--- src/rtl/mem_port_arbiter_if.sv ---
// Signal bundle between the fetch/LSU requesters, the arbiter and the memory.
// master = requester/memory side, slave = arbiter side.
interface mem_port_arbiter_if #(
    parameter int MEM_AW = 11
);
    logic              i_f_req;
    logic [31:0]       i_f_addr;
    logic              o_f_gnt;
    logic              o_f_rvalid;
    logic [31:0]       o_f_rdata;

    logic              i_l_req;
    logic              i_l_wren;
    logic [31:0]       i_l_addr;
    logic [31:0]       i_l_wdata;
    logic [3:0]        i_l_mask;
    logic              o_l_gnt;
    logic              o_l_rvalid;
    logic [31:0]       o_l_rdata;
    logic              o_l_err;

    logic [MEM_AW-1:0] o_mem_addr;
    logic [31:0]       o_mem_wdata;
    logic [3:0]        o_mem_mask;
    logic              o_mem_wren;
    logic [31:0]       i_mem_rdata;

    logic              o_busy;

    modport master (
        output i_f_req, i_f_addr,
        output i_l_req, i_l_wren, i_l_addr, i_l_wdata, i_l_mask,
        output i_mem_rdata,
        input  o_f_gnt, o_f_rvalid, o_f_rdata,
        input  o_l_gnt, o_l_rvalid, o_l_rdata, o_l_err,
        input  o_mem_addr, o_mem_wdata, o_mem_mask, o_mem_wren,
        input  o_busy
    );

    modport slave (
        input  i_f_req, i_f_addr,
        input  i_l_req, i_l_wren, i_l_addr, i_l_wdata, i_l_mask,
        input  i_mem_rdata,
        output o_f_gnt, o_f_rvalid, o_f_rdata,
        output o_l_gnt, o_l_rvalid, o_l_rdata, o_l_err,
        output o_mem_addr, o_mem_wdata, o_mem_mask, o_mem_wren,
        output o_busy
    );
endinterface

--- src/rtl/mem_port_arbiter.sv ---
// Two-port (fetch + load/store) arbiter onto a single-cycle memory, one access per 2 cycles.
// Define ARB_ROUND_ROBIN_EN for round-robin arbitration; default is fixed LSU priority.
module mem_port_arbiter #(
    parameter int MEM_AW = 11
) (
    input logic              i_clk,
    input logic              i_reset,
    mem_port_arbiter_if.slave bus
);

    typedef enum logic {
        IDLE   = 1'b0,
        ACCESS = 1'b1
    } state_t;

    state_t            state;
    state_t            state_next;

    logic [MEM_AW-1:0] req_addr;
    logic [31:0]       req_wdata;
    logic [3:0]        req_mask;
    logic              req_wren;
    logic              req_lsu;
    logic              req_err;

    logic              grant_f;
    logic              grant_l;
    logic              l_addr_err;
    logic [3:0]        mem_mask;
    logic              mem_wren;

    assign l_addr_err = |bus.i_l_addr[31:MEM_AW];

`ifdef ARB_ROUND_ROBIN_EN
    logic last_lsu;

    // On a tie, the port that was not served last wins.
    always_comb begin
        grant_f = 1'b0;
        grant_l = 1'b0;
        if (state == IDLE && i_reset) begin
            if (bus.i_l_req && bus.i_f_req) begin
                grant_l = !last_lsu;
                grant_f = last_lsu;
            end else begin
                grant_l = bus.i_l_req;
                grant_f = bus.i_f_req;
            end
        end
    end

    always_ff @(posedge i_clk) begin
        if (!i_reset) begin
            last_lsu <= 1'b0;
        end else if (grant_l || grant_f) begin
            last_lsu <= grant_l;
        end
    end
`else
    always_comb begin
        grant_f = 1'b0;
        grant_l = 1'b0;
        if (state == IDLE && i_reset) begin
            grant_l = bus.i_l_req;
            grant_f = bus.i_f_req && !bus.i_l_req;
        end
    end
`endif

    always_ff @(posedge i_clk) begin
        if (!i_reset) begin
            state <= IDLE;
        end else begin
            state <= state_next;
        end
    end

    // Errored LSU accesses keep the memory completely quiet.
    always_comb begin
        state_next = state;
        mem_mask   = 4'h0;
        mem_wren   = 1'b0;
        case (state)
            IDLE: begin
                if (grant_f || grant_l) begin
                    state_next = ACCESS;
                end
            end
            ACCESS: begin
                state_next = IDLE;
                if (!req_err) begin
                    mem_mask = req_lsu ? req_mask : 4'hF;
                    mem_wren = req_lsu && req_wren && i_reset;
                end
            end
            default: state_next = IDLE;
        endcase
    end

    always_ff @(posedge i_clk) begin
        if (!i_reset) begin
            req_addr  <= '0;
            req_wdata <= '0;
            req_mask  <= '0;
            req_wren  <= 1'b0;
            req_lsu   <= 1'b0;
            req_err   <= 1'b0;
        end else if (grant_l) begin
            req_addr  <= bus.i_l_addr[MEM_AW-1:0];
            req_wdata <= bus.i_l_wdata;
            req_mask  <= bus.i_l_mask;
            req_wren  <= bus.i_l_wren;
            req_lsu   <= 1'b1;
            req_err   <= l_addr_err;
        end else if (grant_f) begin
            req_addr  <= bus.i_f_addr[MEM_AW-1:0];
            req_wdata <= '0;
            req_mask  <= 4'hF;
            req_wren  <= 1'b0;
            req_lsu   <= 1'b0;
            req_err   <= 1'b0;
        end
    end

    // Read data is captured at the edge that ends ACCESS; rvalid shows it one cycle later.
    always_ff @(posedge i_clk) begin
        if (!i_reset) begin
            bus.o_f_rvalid <= 1'b0;
            bus.o_l_rvalid <= 1'b0;
            bus.o_l_err    <= 1'b0;
            bus.o_f_rdata  <= '0;
            bus.o_l_rdata  <= '0;
        end else begin
            bus.o_f_rvalid <= 1'b0;
            bus.o_l_rvalid <= 1'b0;
            if (state == ACCESS) begin
                if (req_lsu) begin
                    bus.o_l_rvalid <= 1'b1;
                    bus.o_l_err    <= req_err;
                    bus.o_l_rdata  <= (req_wren || req_err) ? 32'h0 : bus.i_mem_rdata;
                end else begin
                    bus.o_f_rvalid <= 1'b1;
                    bus.o_f_rdata  <= bus.i_mem_rdata;
                end
            end
        end
    end

    assign bus.o_f_gnt     = grant_f;
    assign bus.o_l_gnt     = grant_l;
    assign bus.o_mem_addr  = req_addr;
    assign bus.o_mem_wdata = req_wdata;
    assign bus.o_mem_mask  = mem_mask;
    assign bus.o_mem_wren  = mem_wren;
    assign bus.o_busy      = (state == ACCESS);

endmodule

--- src/flat_wrapper.sv ---
// flat-port wrapper written by rule: the top's interface ports become plain ports
module mem_port_arbiter_flat 
#(
    parameter int MEM_AW = 11
)
  (i_clk, i_reset, bus_i_f_req, bus_i_f_addr, bus_i_l_req, bus_i_l_wren, bus_i_l_addr, bus_i_l_wdata, bus_i_l_mask, bus_i_mem_rdata, bus_o_f_gnt, bus_o_f_rvalid, bus_o_f_rdata, bus_o_l_gnt, bus_o_l_rvalid, bus_o_l_rdata, bus_o_l_err, bus_o_mem_addr, bus_o_mem_wdata, bus_o_mem_mask, bus_o_mem_wren, bus_o_busy);
  mem_port_arbiter_if #(.MEM_AW(MEM_AW)) bus_i ();
  input logic i_clk;
  input logic i_reset;
  input wire logic [$bits(bus_i.i_f_req)-1:0] bus_i_f_req;
  input wire logic [$bits(bus_i.i_f_addr)-1:0] bus_i_f_addr;
  input wire logic [$bits(bus_i.i_l_req)-1:0] bus_i_l_req;
  input wire logic [$bits(bus_i.i_l_wren)-1:0] bus_i_l_wren;
  input wire logic [$bits(bus_i.i_l_addr)-1:0] bus_i_l_addr;
  input wire logic [$bits(bus_i.i_l_wdata)-1:0] bus_i_l_wdata;
  input wire logic [$bits(bus_i.i_l_mask)-1:0] bus_i_l_mask;
  input wire logic [$bits(bus_i.i_mem_rdata)-1:0] bus_i_mem_rdata;
  output wire logic [$bits(bus_i.o_f_gnt)-1:0] bus_o_f_gnt;
  output wire logic [$bits(bus_i.o_f_rvalid)-1:0] bus_o_f_rvalid;
  output wire logic [$bits(bus_i.o_f_rdata)-1:0] bus_o_f_rdata;
  output wire logic [$bits(bus_i.o_l_gnt)-1:0] bus_o_l_gnt;
  output wire logic [$bits(bus_i.o_l_rvalid)-1:0] bus_o_l_rvalid;
  output wire logic [$bits(bus_i.o_l_rdata)-1:0] bus_o_l_rdata;
  output wire logic [$bits(bus_i.o_l_err)-1:0] bus_o_l_err;
  output wire logic [$bits(bus_i.o_mem_addr)-1:0] bus_o_mem_addr;
  output wire logic [$bits(bus_i.o_mem_wdata)-1:0] bus_o_mem_wdata;
  output wire logic [$bits(bus_i.o_mem_mask)-1:0] bus_o_mem_mask;
  output wire logic [$bits(bus_i.o_mem_wren)-1:0] bus_o_mem_wren;
  output wire logic [$bits(bus_i.o_busy)-1:0] bus_o_busy;
  assign bus_i.i_f_req = bus_i_f_req;
  assign bus_i.i_f_addr = bus_i_f_addr;
  assign bus_i.i_l_req = bus_i_l_req;
  assign bus_i.i_l_wren = bus_i_l_wren;
  assign bus_i.i_l_addr = bus_i_l_addr;
  assign bus_i.i_l_wdata = bus_i_l_wdata;
  assign bus_i.i_l_mask = bus_i_l_mask;
  assign bus_i.i_mem_rdata = bus_i_mem_rdata;
  assign bus_o_f_gnt = bus_i.o_f_gnt;
  assign bus_o_f_rvalid = bus_i.o_f_rvalid;
  assign bus_o_f_rdata = bus_i.o_f_rdata;
  assign bus_o_l_gnt = bus_i.o_l_gnt;
  assign bus_o_l_rvalid = bus_i.o_l_rvalid;
  assign bus_o_l_rdata = bus_i.o_l_rdata;
  assign bus_o_l_err = bus_i.o_l_err;
  assign bus_o_mem_addr = bus_i.o_mem_addr;
  assign bus_o_mem_wdata = bus_i.o_mem_wdata;
  assign bus_o_mem_mask = bus_i.o_mem_mask;
  assign bus_o_mem_wren = bus_i.o_mem_wren;
  assign bus_o_busy = bus_i.o_busy;
  mem_port_arbiter #(.MEM_AW(MEM_AW)) u_core (.i_clk(i_clk), .i_reset(i_reset), .bus(bus_i));
endmodule
--- config.mk ---
export PLATFORM = sky130hd
export DESIGN_NAME = mem_port_arbiter_flat
export DESIGN_NICKNAME = d
export VERILOG_FILES = /design/src/rtl/mem_port_arbiter_if.sv /design/src/rtl/mem_port_arbiter.sv /design/src/flat_wrapper.sv
export SDC_FILE = /design/constraint.sdc
export NUM_CORES = 1
export LEC_CHECK = 0
export CAP_MARGIN = 20
export CORE_ASPECT_RATIO = 0.7
export CORE_MARGIN = 1
export CORE_UTILIZATION = 38
export DETAILED_ROUTE_END_ITERATION = 10
export HOLD_SLACK_MARGIN = 0.12
export PLACE_DENSITY = 0.92
export SLEW_MARGIN = 20
export SYNTH_ARGS = -nofsm -noshare
export SYNTH_HDL_FRONTEND = slang
export SYNTH_SLANG_ARGS = --single-unit
--- constraint.sdc ---
create_clock -name i_clk -period 1.3 [get_ports i_clk]
set_input_delay 0.195 -clock i_clk [delete_from_list [all_inputs] [get_ports i_clk]]
set_output_delay 0.195 -clock i_clk [all_outputs]
set_load 0.1 [all_outputs]
## Word-level counts from Yosys, hierarchy flattened

Cells that the tools add are included.

- Muxes and demuxes: 22
- Bitwise gates (word level): 2
- Reductions and logical operators: 12

Operators by type and width:

| operator | count |
|---|---|
| 32-bit 2-to-1 mux | 3 |
| 11-bit 2-to-1 mux | 2 |
| 21-bit OR reduction | 1 |
| 4-bit 2-to-1 mux | 5 |
| 1-bit 2-to-1 mux | 11 |
| 2-bit AND reduction | 3 |
| 1-bit logical AND | 4 |
| 1-bit logical OR | 2 |
| 1-bit inverter | 2 |
| 1-bit case mux with 2 select lines | 1 |
| 2-bit nonzero test | 1 |
| 1-bit zero test | 1 |

- Flip-flop bits (word level): 118
- Input bits: 137
- Word-level logic and storage cells: 48

## Depth between registers and ports, before layout

Gate-level depths: netlist of the first run.

- Depth in word-level cells: 6
- Mapped depth: 7
- Mapped depth without buffers: 5

## Least setup slack after synthesis of the first run

Ideal clock, no wire load.

- Path kind: register -> output
- Start point: register u_core.state, in the netlist u_core.bus.o_busy
- End point: output bus_o_f_gnt
- Arrival time: 3336 ps
- Data required time: 1105 ps
- Path slack: -2231 ps
- Stages on the path, launching flop included: 4
- Buffers on the path: 1
- Path through: dfxtp_1 buf_6 nor2b_4 nor3b_1

- Longest elaborated chain between the ends: 3

Ends and longest elaborated chain:

| item | RTL line | text |
|---|---|---|
| from (decl) | mem_port_arbiter.sv:16 | `state_t state;` |
| from (signal assigned) | mem_port_arbiter.sv:74 | `state <= state_next;` |
| 1-bit inverter | mem_port_arbiter.sv:63 | `if (state == IDLE && i_reset) begin` |
| 1-bit logical AND | mem_port_arbiter.sv:63 |  |
| 1-bit 2-to-1 mux | mem_port_arbiter.sv:63 |  |
| to (decl) | flat_wrapper.sv:18 | `output wire logic [$bits(bus_i.o_f_gnt)-1:0] bus_o_f_gnt;` |

Every way passes these cells.

## Worst setup path after layout of the first run

- Start point: register u_core.state, in the netlist u_core.bus.o_busy
- End point: register u_core.req_addr[3], in the netlist u_core.bus.o_mem_addr[3]

- Longest elaborated chain between the ends: 4
- Elaborated cells between the ends (all ways): 6
- Those cells by class: mux (3); bitwise (1); reduce/logical (2)

Ends and longest elaborated chain:

| item | RTL line | text |
|---|---|---|
| 1-bit inverter (*) | mem_port_arbiter.sv:63 |  |
| 1-bit logical AND (*) | mem_port_arbiter.sv:63 |  |
| 1-bit 2-to-1 mux | mem_port_arbiter.sv:63 |  |
| 11-bit 2-to-1 mux or 2-bit nonzero test (tied branches) | - |  |
| to (signal assigned) | mem_port_arbiter.sv:109 | `req_addr <= bus.i_l_addr[MEM_AW-1:0];` |
| to (signal assigned) | mem_port_arbiter.sv:116 | `req_addr <= bus.i_f_addr[MEM_AW-1:0];` |
| to (decl) | mem_port_arbiter.sv:19 | `logic [MEM_AW-1:0] req_addr;` |

Every way passes the cells marked *; elsewhere a longest branch is shown, timed or not.
A chain may end at the register's enable or synchronous reset.

==> results of run 1 <==
-- state kept, by name, summed over array words and instances (netlist names), 4 cells and up --
name,count
u_core.bus.o_f_rdata,32
u_core.bus.o_l_rdata,32
u_core.bus.o_mem_addr,11
u_core.bus.o_mem_wdata,32
u_core.req_mask,4
-- kinds of logic (layout without fill, tap and decap cells) --
family	count (synthesis)	after routing	synth area share (%)
simple gates	173	173	19.8
compound gates	133	133	21.8
flops	118	118	52.8
buf+inv	45	335	5.59
-- cell usage after synthesis, types with 4 or more instances --
cell / n
dfxtp_1: 118
nand2_1: 88
nor2b_1: 66
a22oi_1: 65
a21boi_1: 19
a21boi_0: 16
buf_2: 16
clkbuf_1: 13
a31oi_1: 11
o21ai_1: 8
buf_6: 6
inv_1: 5
a21oi_1: 4
o21ai_0: 4
o221a_2: 4
-- worst min-delay path: stages --
cell,delay [ns]
buf_2,0.13
buf_4,0.17
a21boi_0,0.12
-- metal layers --
metal | share of wire (%) | wire length, um | up-vias | GRT usage, %
met5 | 0 | 0 | - | 0
met4 | 4.3 | 973 | 0 | 14.1
met3 | 8.2 | 1870 | 83 | 9.30
met2 | 51 | 11500 | 292 | 57.9
met1 | 37 | 8390 | 2546 | 34.7
li1 | - | - | 2184 | -
-- area by class of cell --
type / count / area [um2]
clock buffer: 19 / 453
multi-input combinational: 306 / 2500
clock inverter: 12 / 224
timing repair buffer: 295 / 4460
sequential: 118 / 2380
inverter: 7 / 46.3
timing repair inverter: 2 / 27.5
tap: 153 / 191
fill: 371 / 970
-- stage by stage --
stage               hold WS [ns]  cell area, um2
floorplan                  0.330            4800
global placement           0.478            8460
detailed placement         0.483            8460
CTS                        0.202            9690
global route               0.264           10300
finish                     0.270           10300
-- cell usage in the layout (no fill, tap or decap), types with 4 or more instances in the layout --
cell / n
o21ai_4: 9
o221a_4: 4
buf_6: 21
a21oi_4: 4
dfxtp_1: 111
nand2_2: 10
nand2_1: 78
nor2b_1: 65
inv_1: 5
a31oi_1: 8
a21boi_2: 7
a22oi_2: 65
buf_16: 5
buf_12: 129
dfxtp_2: 5
clkdlybuf4s50_1: 112
a21boi_1: 26
clkbuf_16: 26
buf_4: 14
bufinv_16: 6
-- final timing paths --
kind	slack (ns)	endpoint	startpoint
worst max-delay path	-0.31	u_core.bus.o_mem_addr[3]	u_core.bus.o_busy
worst min-delay path	0.27	u_core.req_lsu	i_reset
worst max register to register	-0.31	u_core.bus.o_mem_addr[3]	u_core.bus.o_busy
worst min register to register	0.50	u_core.bus.o_f_rdata[27]	u_core.bus.o_f_rdata[27]
-- power by group through the flow --
stage | Sequential [mW] | Combinational (mW) | Clock, mW
2_1_floorplan | 5.08 | 0.709 | 0
3_3_place_gp | 4.05 | 3.00 | 0
3_5_place_dp | 4.07 | 3.06 | 0
4_1_cts | 3.99 | 3.28 | 5.40
5_1_grt | 4.04 | 3.71 | 5.66
6_report | 4.03 | 3.63 | 5.44
-- repair_timing --
item	in CTS	in global routing
pin swaps	3	18
endpoints found under the setup margin	42	123
gates resized for setup	60	81
gates cloned	9	9
setup buffers	13	16
==> impl_results.md, run 1 <==
* Worst hold path type: in -> reg
* Post-route ant nets at 0
* Post-DP HPWL at between 10 and 15 mm
* Synth area leader: dfxtp_1
* Pre-antenna DRT Iters at 5
* Fraction of registers with async set/reset at 0%
* Syn Nets at 606
* Final Skew at roughly 0.011 ns
* Layout cells sized above 1 at 44.8%
* Logic gate share of total power at 27.7%
* Final worst setup slack at -0.310 ns
* I/O pin cnt at 255
* Clock sink total at approximately 120
* Int Pwr at 9.03 mW
* LEAKAGE at 3.83 nW
* Pins Over Slew Limit at 0
* Crit end category: register
* Fin util at 91.4%
* CP max-delay cell: dfxtp_4
* Antenna violations before repair at 0
* Sequential Power Share at a little under a third
* Tmin final at 1.61 ns
* RSZ-0062 raised after global routing: yes
* Peak supply drop at 1.11 mV
* Max frequency at 621 MHz
* WL final at approximately 23 mm
* Arr. time, crit path at 1.89 ns
* Pwr Total at approximately 13 mW
* Hold-fix buffers at CTS at 0
* Worst path depth at 8
* First-pass GRT wire length at ~30 mm
* Worst Path Buf+Inv at 4
* Switching Power at 4.07 mW
* Routed length per instance at 24.9 um
* Slew margin rel. at 57.3%
* Largest net degree at the start of global routing at 66
* Synth Register Bits at 118
* H-tree Lvls at 4
* Root Driver: clkbuf_16
* Core area at approximately 11000 um2
* Clock Path Buffers at 2
* Worst-Skew Late Latency at 0.40 ns
* Die W at 132 um
* Die Y at 92.8 um
* Crit-path max FO at 7
* Synthesis-to-finish area growth at 130%
* Synthesized cell area at 4470 um2
* R2R cell count at 8
* Placed Cells at 840
* Diodes inserted at 0
* Worst-Margin Slew at between 0.6 and 0.7 ns
* Status: finished with violations
* Drt initial violations at 359
* Clock power share at 41.5%
* Initial cell density of the core at about two fifths
* Post-synthesis cell count at about 470
* Number of buffers created by CTS at 17
* CP most frequent cell: buf_6
* Number of max-cap violations at 0
* Die area at 12200 um2
* YS warnings at 0
* Final count of hold timing violations at 0
* Gpl congestion at 0.898
* Nets at 884
* Switching Fraction at 31.1%
* Failing checks: setup timing
* TNS Setup at -13.86 ns
* Routed via count at 5105
* Number of flops mapped to enable cells by yosys at 0
* Post-synth top flop: dfxtp_1
* GR Overflow Total at 0
* Critical path data required time at 1.58 ns
* TritonCTS clock tree: yes
* PortBufs at 233
* Number of global-route vias before repair at approximately 5400
* PwrDens at 1270 nW/um2
* Max stage delay on crit path at around 0.37 ns
* Fin crit share at 124%
* Critical path type: reg -> reg
* CP top delay family: buffers and inverters
* Top post-synthesis cells by area: dfxtp_1, a22oi_1, nor2b_1
* Final setup viols at between 100 and 150
* Critical Path Start Type: register
* Min-Delay Path Depth at 3
* Top cell type's share of synthesized area at 52.8%
* Layout Cells excl Fill at 912
* Avg Inst Size Synth at 9.54 um2
* Clk slew on worst S/H paths at approximately 0.060 ns
* DP Worst Slack at -0.349 ns
* Post-route DRC at 0
* Post-synthesis sequential area ratio at 52.8%
* Worst path cell trace: nor2b_4 -> buf_6 -> buf_6 -> o21ai_4 -> buf_6 -> clkinv_8 -> o21ai_4 -> a31oi_1
* Vias per inst at roughly 5.6
* GR Util All Layers at 31.9%
* Post-synthesis cell type count at 35
* Row count at 32
Note: power is estimated with default switching activity, not from simulation.
==> inputs of run 2 (changes only) <==
--- a/config.mk
+++ b/config.mk
@@ -10,6 +10,7 @@
 export CORE_MARGIN = 1
 export CORE_UTILIZATION = 38
 export DETAILED_ROUTE_END_ITERATION = 10
+export GPL_TIMING_DRIVEN = 0
 export HOLD_SLACK_MARGIN = 0.12
 export PLACE_DENSITY = 0.92
 export SLEW_MARGIN = 20
==> impl_results.md, run 2 (synthesis results as in run 1) <==
* Worst-Margin Slew at 0.544 ns (-0.0957 ns)
* Critical Path Start Type: register
* First-pass GRT wire length at 25.1 mm (-16%)
* Commonest non-fill, non-tap cell in the layout: buf_4
* Largest net degree at the start of global routing at 17 (-74%)
* Die Y at 92.8 um (unchanged)
* Most frequent cells in the layout: buf_4, clkdlybuf4s50_1, dfxtp_1
* Slew margin rel. at 63.7% (+6.4 points)
* R2R cell count at 7 (-1)
* TritonCTS clock tree: yes
* LEAKAGE at 3.25 nW (-15%)
* Reg area at 2370 um2 (about the same)
* GR Overflow Total at 0 (unchanged)
* Post-route DRC at 0 (unchanged)
* Critical path type: reg -> out
* PortBufs at 233 (unchanged)
* Vias per inst at 5.05 (-9.8%)
* Placed Cells at 855 (+1.8%)
* Diodes inserted at 0 (unchanged)
* Peak supply drop at 1.24 mV (+12%)
* Number of buffers created by CTS at 17 (unchanged)
* H-tree Lvls at 4 (unchanged)
* Core area at 11300 um2 (unchanged)
* Die area at 12200 um2 (unchanged)
* Antenna violations before repair at 0 (unchanged)
* Min-Delay Path Depth at 3 (unchanged)
* I/O pin cnt at 255 (unchanged)
* Routed via count at 4573 (-10%)
* Number of global-route vias before repair at 4864 (-9.3%)
* Area of the multi-input gates at 2170 um2 (-13%)
* Crit-path max FO at 3 (-4)
* FILL cells at 870 (+130%)
* Pre-antenna DRT Iters at 5 (unchanged)
* Busiest grt layer: met2
* Clk slew on worst S/H paths at 0.05 ns (about the same)
* Met2 usage at 45.4% (-13 points)
* Met3 usage at 6.08% (-3.2 points)
* PwrDens at 1400 nW/um2 (+9.9%)
* Row count at 32 (unchanged)
* Post-DP HPWL at 11.1 mm (-0.92%)
* Hold EP: u_core.bus.o_mem_addr[0]
* Final Skew at 0.00744 ns (-0.00331 ns)
* Die W at 132 um (unchanged)
* R2R Setup Slk at -0.24 ns (+0.07 ns)
* Critical path data required time at 1.11 ns (-0.47 ns)
* WL final at 15.7 mm (-31%)
* Arr. time, crit path at 1.51 ns (-0.38 ns)
* Initial cell density of the core at 39.8% (unchanged)
* Clock sink total at 118 (unchanged)
* Final setup viols at 111 (-9.0%)
* Clock Path Buffers at 2 (unchanged)
* GR Util All Layers at 26.3% (-5.6 points)
* Drt initial violations at 216 (-40%)
* Fin crit share at 131% (+7.1 points)
* Routed length per instance at 17.3 um (-31%)
* Design Area, Final at 8140 um2 (-21%)
* Post-route ant nets at 0 (unchanged)
* Worst r2r src: u_core.bus.o_busy
* Final worst setup slack at -0.402 ns (-0.0920 ns)
* Final count of hold timing violations at 0 (unchanged)
* Layout cells sized above 1 at 36.0% (-8.8 points)
* Pins Over Slew Limit at 0 (unchanged)
* DP Area at 7320 um2 (-13%)
* Worst-Skew Late Latency at 0.40 ns (about the same)
* Worst hold path type: in -> reg
* Status: finished with violations
* Number of max-cap violations at 0 (unchanged)
* Crit end category: output pin
* RSZ-0062 raised after global routing: yes
* Met1 GRT Util at 31.6% (-3.1 points)
* Nets at 877 (-0.79%)
* Tmin final at 1.70 ns (+0.0920 ns)
* Gpl congestion at 0.867 (-3.4%)
* Root Driver: clkbuf_16
* Layout Cells excl Fill at 906 (-0.66%)
* Max frequency at 588 MHz (-5.4%)
* Reg2Reg Capture Point: u_core.bus.o_mem_wdata[19]
* Synthesis-to-finish area growth at 81.9%
* Failing checks: setup timing
* Worst Hold Launch: bus_i_l_addr[0]
run 2: cell count changes in the layout (fill, tap and decap cells not counted), sizes merged, moves of 3 or more:
cell	change
clkbuf	+5
bufbuf	+3
bufinv	-4
buf	-15
clkinv	+3
run 2: worst max-delay path by stage:
stage	startpoint	to	slack [ns]	depth (start not counted)
5_1_grt	u_core.bus.o_busy	bus_o_f_gnt	-0.47	4
6_report	u_core.bus.o_busy	bus_o_f_gnt	-0.40	4
2_1_floorplan	u_core.bus.o_busy	bus_o_f_gnt	-0.54	3
4_1_cts	u_core.bus.o_busy	bus_o_f_gnt	-0.38	4
3_3_place_gp	i_reset	bus_o_mem_wren	-1.86	7
3_5_place_dp	i_reset	bus_o_mem_wren	-1.91	7
run 2: repair_timing:
action / in CTS / in global routing
pin swaps: 2 / 2
gates cloned: 5 / 0
setup buffers: 14 / 0
hold buffers: 0 / 0
gates resized for setup: 772 / 15
setup endpoints to repair: 227 / 124
endpoints found under the hold margin: 0 / 0
run 2: layer usage:
metal  part of all wire, %  wire length (um)
met1                    44              6880
met4                   2.3               355
met5                     0                 0
met3                   5.2               814
met2                    49              7610
run 2: worst max-delay path, cell delays in order (launching register included):
cell and delay, ns:
dfxtp_4 0.35, buf_8 0.12, nor2b_4 0.15, nor3b_4 0.27, buf_12 0.21
run 2: final cells by class:
type,instances,share of cell area [%]
sequential,118,29.2
timing repair buffer,251,29.2
multi-input combinational,307,26.6
clock buffer,19,5.57
buffer,38,5.03
tap,153,2.35
clock inverter,13,1.61
inverter,7,0.446
run 2: power breakdown:
| group | switching (mW) | internal [mW] | total (mW) | leakage (nW) |
|---|---|---|---|---|
| Clock | 1.69 | 2.91 | 4.60 | 0.288 |
| Combinational | 1.87 | 1.02 | 2.89 | 2.00 |
| Sequential | 0.114 | 3.79 | 3.91 | 0.965 |
| Total | 3.67 | 7.72 | 11.4 | 3.25 |
run 2: metrics by stage:
stage	power (mW)	utilization [%]	TNS, ns	hold WS (ns)	worst slack [ns]
detailed placement	6.68	65.1	-91.76	0.447	-1.91
CTS	11.4	71.7	-13.15	0.339	-0.377
floorplan	5.79	-	-10.97	0.330	-0.537
finish	11.4	72.3	-13.00	0.352	-0.402
global route	11.7	72.3	-21.17	0.380	-0.471
global placement	6.62	65.1	-86.12	0.440	-1.86
==> patch, RTL diff (flow settings as in run 1) <==
`MEM_AW` is set to 11 in 3 places; all go to 13.
--- a/src/rtl/mem_port_arbiter_if.sv
+++ b/src/rtl/mem_port_arbiter_if.sv
@@ -1,7 +1,7 @@
 // Signal bundle between the fetch/LSU requesters, the arbiter and the memory.
 // master = requester/memory side, slave = arbiter side.
 interface mem_port_arbiter_if #(
-    parameter int MEM_AW = 11
+    parameter int MEM_AW = 13
 );
     logic              i_f_req;
     logic [31:0]       i_f_addr;
--- a/src/rtl/mem_port_arbiter.sv
+++ b/src/rtl/mem_port_arbiter.sv
@@ -1,7 +1,7 @@
 // Two-port (fetch + load/store) arbiter onto a single-cycle memory, one access per 2 cycles.
 // Define ARB_ROUND_ROBIN_EN for round-robin arbitration; default is fixed LSU priority.
 module mem_port_arbiter #(
-    parameter int MEM_AW = 11
+    parameter int MEM_AW = 13
 ) (
     input logic              i_clk,
     input logic              i_reset,
--- a/src/flat_wrapper.sv
+++ b/src/flat_wrapper.sv
@@ -1,7 +1,7 @@
 // flat-port wrapper written by rule: the top's interface ports become plain ports
 module mem_port_arbiter_flat 
 #(
-    parameter int MEM_AW = 11
+    parameter int MEM_AW = 13
 )
   (i_clk, i_reset, bus_i_f_req, bus_i_f_addr, bus_i_l_req, bus_i_l_wren, bus_i_l_addr, bus_i_l_wdata, bus_i_l_mask, bus_i_mem_rdata, bus_o_f_gnt, bus_o_f_rvalid, bus_o_f_rdata, bus_o_l_gnt, bus_o_l_rvalid, bus_o_l_rdata, bus_o_l_err, bus_o_mem_addr, bus_o_mem_wdata, bus_o_mem_mask, bus_o_mem_wren, bus_o_busy);
   mem_port_arbiter_if #(.MEM_AW(MEM_AW)) bus_i ();
Interface: changed (resized bus_o_mem_addr); port bits go from 255 to 257. The function was not compared with the original's and may differ.
==> patch against run 1 <==
Total power rose by 0.49%. Largest power group unchanged. Sequential cell count rose by 2. The flow still finishes with violations (negative setup slack). Cell count fell by 0.22%. Area after synthesis rose by 0.81%. Final area fell by 3.9%. Largest cell class unchanged. Non-clock buffer count fell by 12. Sequential share of layout area rose by 1.3 points. Worst setup slack got worse by 0.047 ns. Sequential power rose by 1%. Routed wire length fell by 11%. Core utilization fell by 3.9 points.
==> patch: results (changes against run 1) <==
* Run status: finished with violations
* Failing checks: negative setup slack
* Nets at 881 (-0.34%)
* Initial DRC Count at 269 (-25%)
* CP delay by family, top: simple AND/OR/NAND/NOR gates
* Hpwl dp at 12400 µm (+11%)
* First-pass GRT wire length at 28700 µm (-4.1%)
* Largest net degree at the start of global routing at 52 (-21%)
* Synth cell types at 31 (-11%)
* Port Buffers at 237 (+1.7%)
* Maximum VDD drop at 1.36 mV (+23%)
* Net Sw Frac at 30.2% (-0.92 points)
* Sequential area share after synthesis at 53.3% (+0.46 points)
* P_leak at 0.00371 µW (-3.2%)
* Final std cells w/o fill at 910 (-0.22%)
* Worst R2R End: u_core.bus.o_mem_wdata[3]
* Vias in the first global route at 5243 (-2.2%)
* Final setup fails at 90 (-26%)
* Reg2reg setup slack at -0.27 ns (+0.04 ns)
* PnR worst setup slack at -0.357 ns (-0.0470 ns)
* Net Count, Synth at 617 (+1.8%)
* Gpl congestion at 0.888 (-1.1%)
* Total wire length at 20100 µm (-11%)
* CP Capture Point: bus_o_f_gnt
* All-layer global routing usage at 30.8% (-1.2 points)
* Clk_skew at 0.0135 ns (+0.00271 ns)
* Fillers at 534 (+44%)
* Vias at 4976 (-2.5%)
* Placed cell count at 851 (+1.3%)
* Slew HR at 71.0% (+14 points)
patch: cell types whose count changed in the layout (fill, tap and decap cells not counted), sizes merged, moves of 2 or more:
cell / change
dfxtp: +2
clkdlybuf4s50: +4
inv: -2
nand2: +4
clkbuf: -3
o21ai: +2
a31oi: +2
buf: -11
patch: worst min-delay path by stage:
stage / start / endpoint / slack [ns] / cells past startpoint
final: i_reset / u_core.bus.o_l_rdata[5] / 0.32 / 3
after global routing: i_reset / u_core.bus.o_l_rdata[5] / 0.32 / 3
after CTS: i_reset / u_core.bus.o_f_rdata[13] / 0.31 / 3
after detailed placement: u_core.bus.o_f_rdata[16] / u_core.bus.o_f_rdata[16] / 0.48 / 2
after global placement: u_core.bus.o_f_rdata[28] / u_core.bus.o_f_rdata[28] / 0.48 / 2
after floorplan: bus_i_mem_rdata[10] / u_core.bus.o_f_rdata[10] / 0.33 / 2
patch: what timing repair did:
item                                    CTS  global route
cloned                                    3             7
pin swaps                                 1             3
endpoints found under the setup margin   45            93
gates resized for setup                  15            48
buffers inserted                         11             6
patch: logic make-up after synthesis:
| logic type | Yosys count | share of synthesized area [%] |
|---|---|---|
| flip-flops | 120 | 53.3 |
| AND/OR/NAND/NOR | 176 | 19.6 |
| AO/OA/AOI/OAI | 137 | 21.8 |
| buffers and inverters | 47 | 5.33 |
patch: metrics by stage:
stage / hold WS [ns] / power, µW / TNS [ns] / utilization, % / area [µm²]
detailed placement: 0.484 / 7300 / -14.65 / 76.2 / 8600
CTS: 0.306 / 13000 / -7.77 / 84.6 / 9550
global route: 0.322 / 13500 / -16.26 / 87.5 / 9880
floorplan: 0.330 / 5890 / -14.45 / - / 4860
finish: 0.322 / 13200 / -11.91 / 87.5 / 9880
global placement: 0.477 / 7200 / -11.90 / 76.2 / 8600
patch: layout make-up:
type / count / area [µm²] / area share [%]
clock buffers: 20 / 457 / 4.62
clock inverters: 12 / 245 / 2.48
inverters: 7 / 43.8 / 0.443
multi-input cells: 313 / 2230 / 22.6
flip-flops and latches: 120 / 2420 / 24.5
well taps: 153 / 191 / 1.94
repair buffers: 283 / 4270 / 43.2
repair inverters: 2 / 25.0 / 0.253
patch: worst reg2reg max path: stages (launching register included):
cell and delay, ns:
dfxtp_4 0.36, nor2b_4 0.18, buf_4 0.14, buf_6 0.09
o21ai_4 0.06, buf_6 0.14, bufbuf_16 0.29, a22oi_2 0.14
nor2b_1 0.06
patch: per-layer routing:
layer	wire length [µm]	global-route usage (%)
met1	7570	32.5
met2	10300	57.2
met3	1600	9.97
met4	666	12.3
met5	0	0
patch: power groups by stage:
stage,clock network (µW),logic [µW],registers [µW]
floorplan,0,708,5180
CTS,5670,3280,4060
finish,5640,3450,4070
detailed placement,0,3150,4140
global route,5870,3540,4090
global placement,0,3080,4120
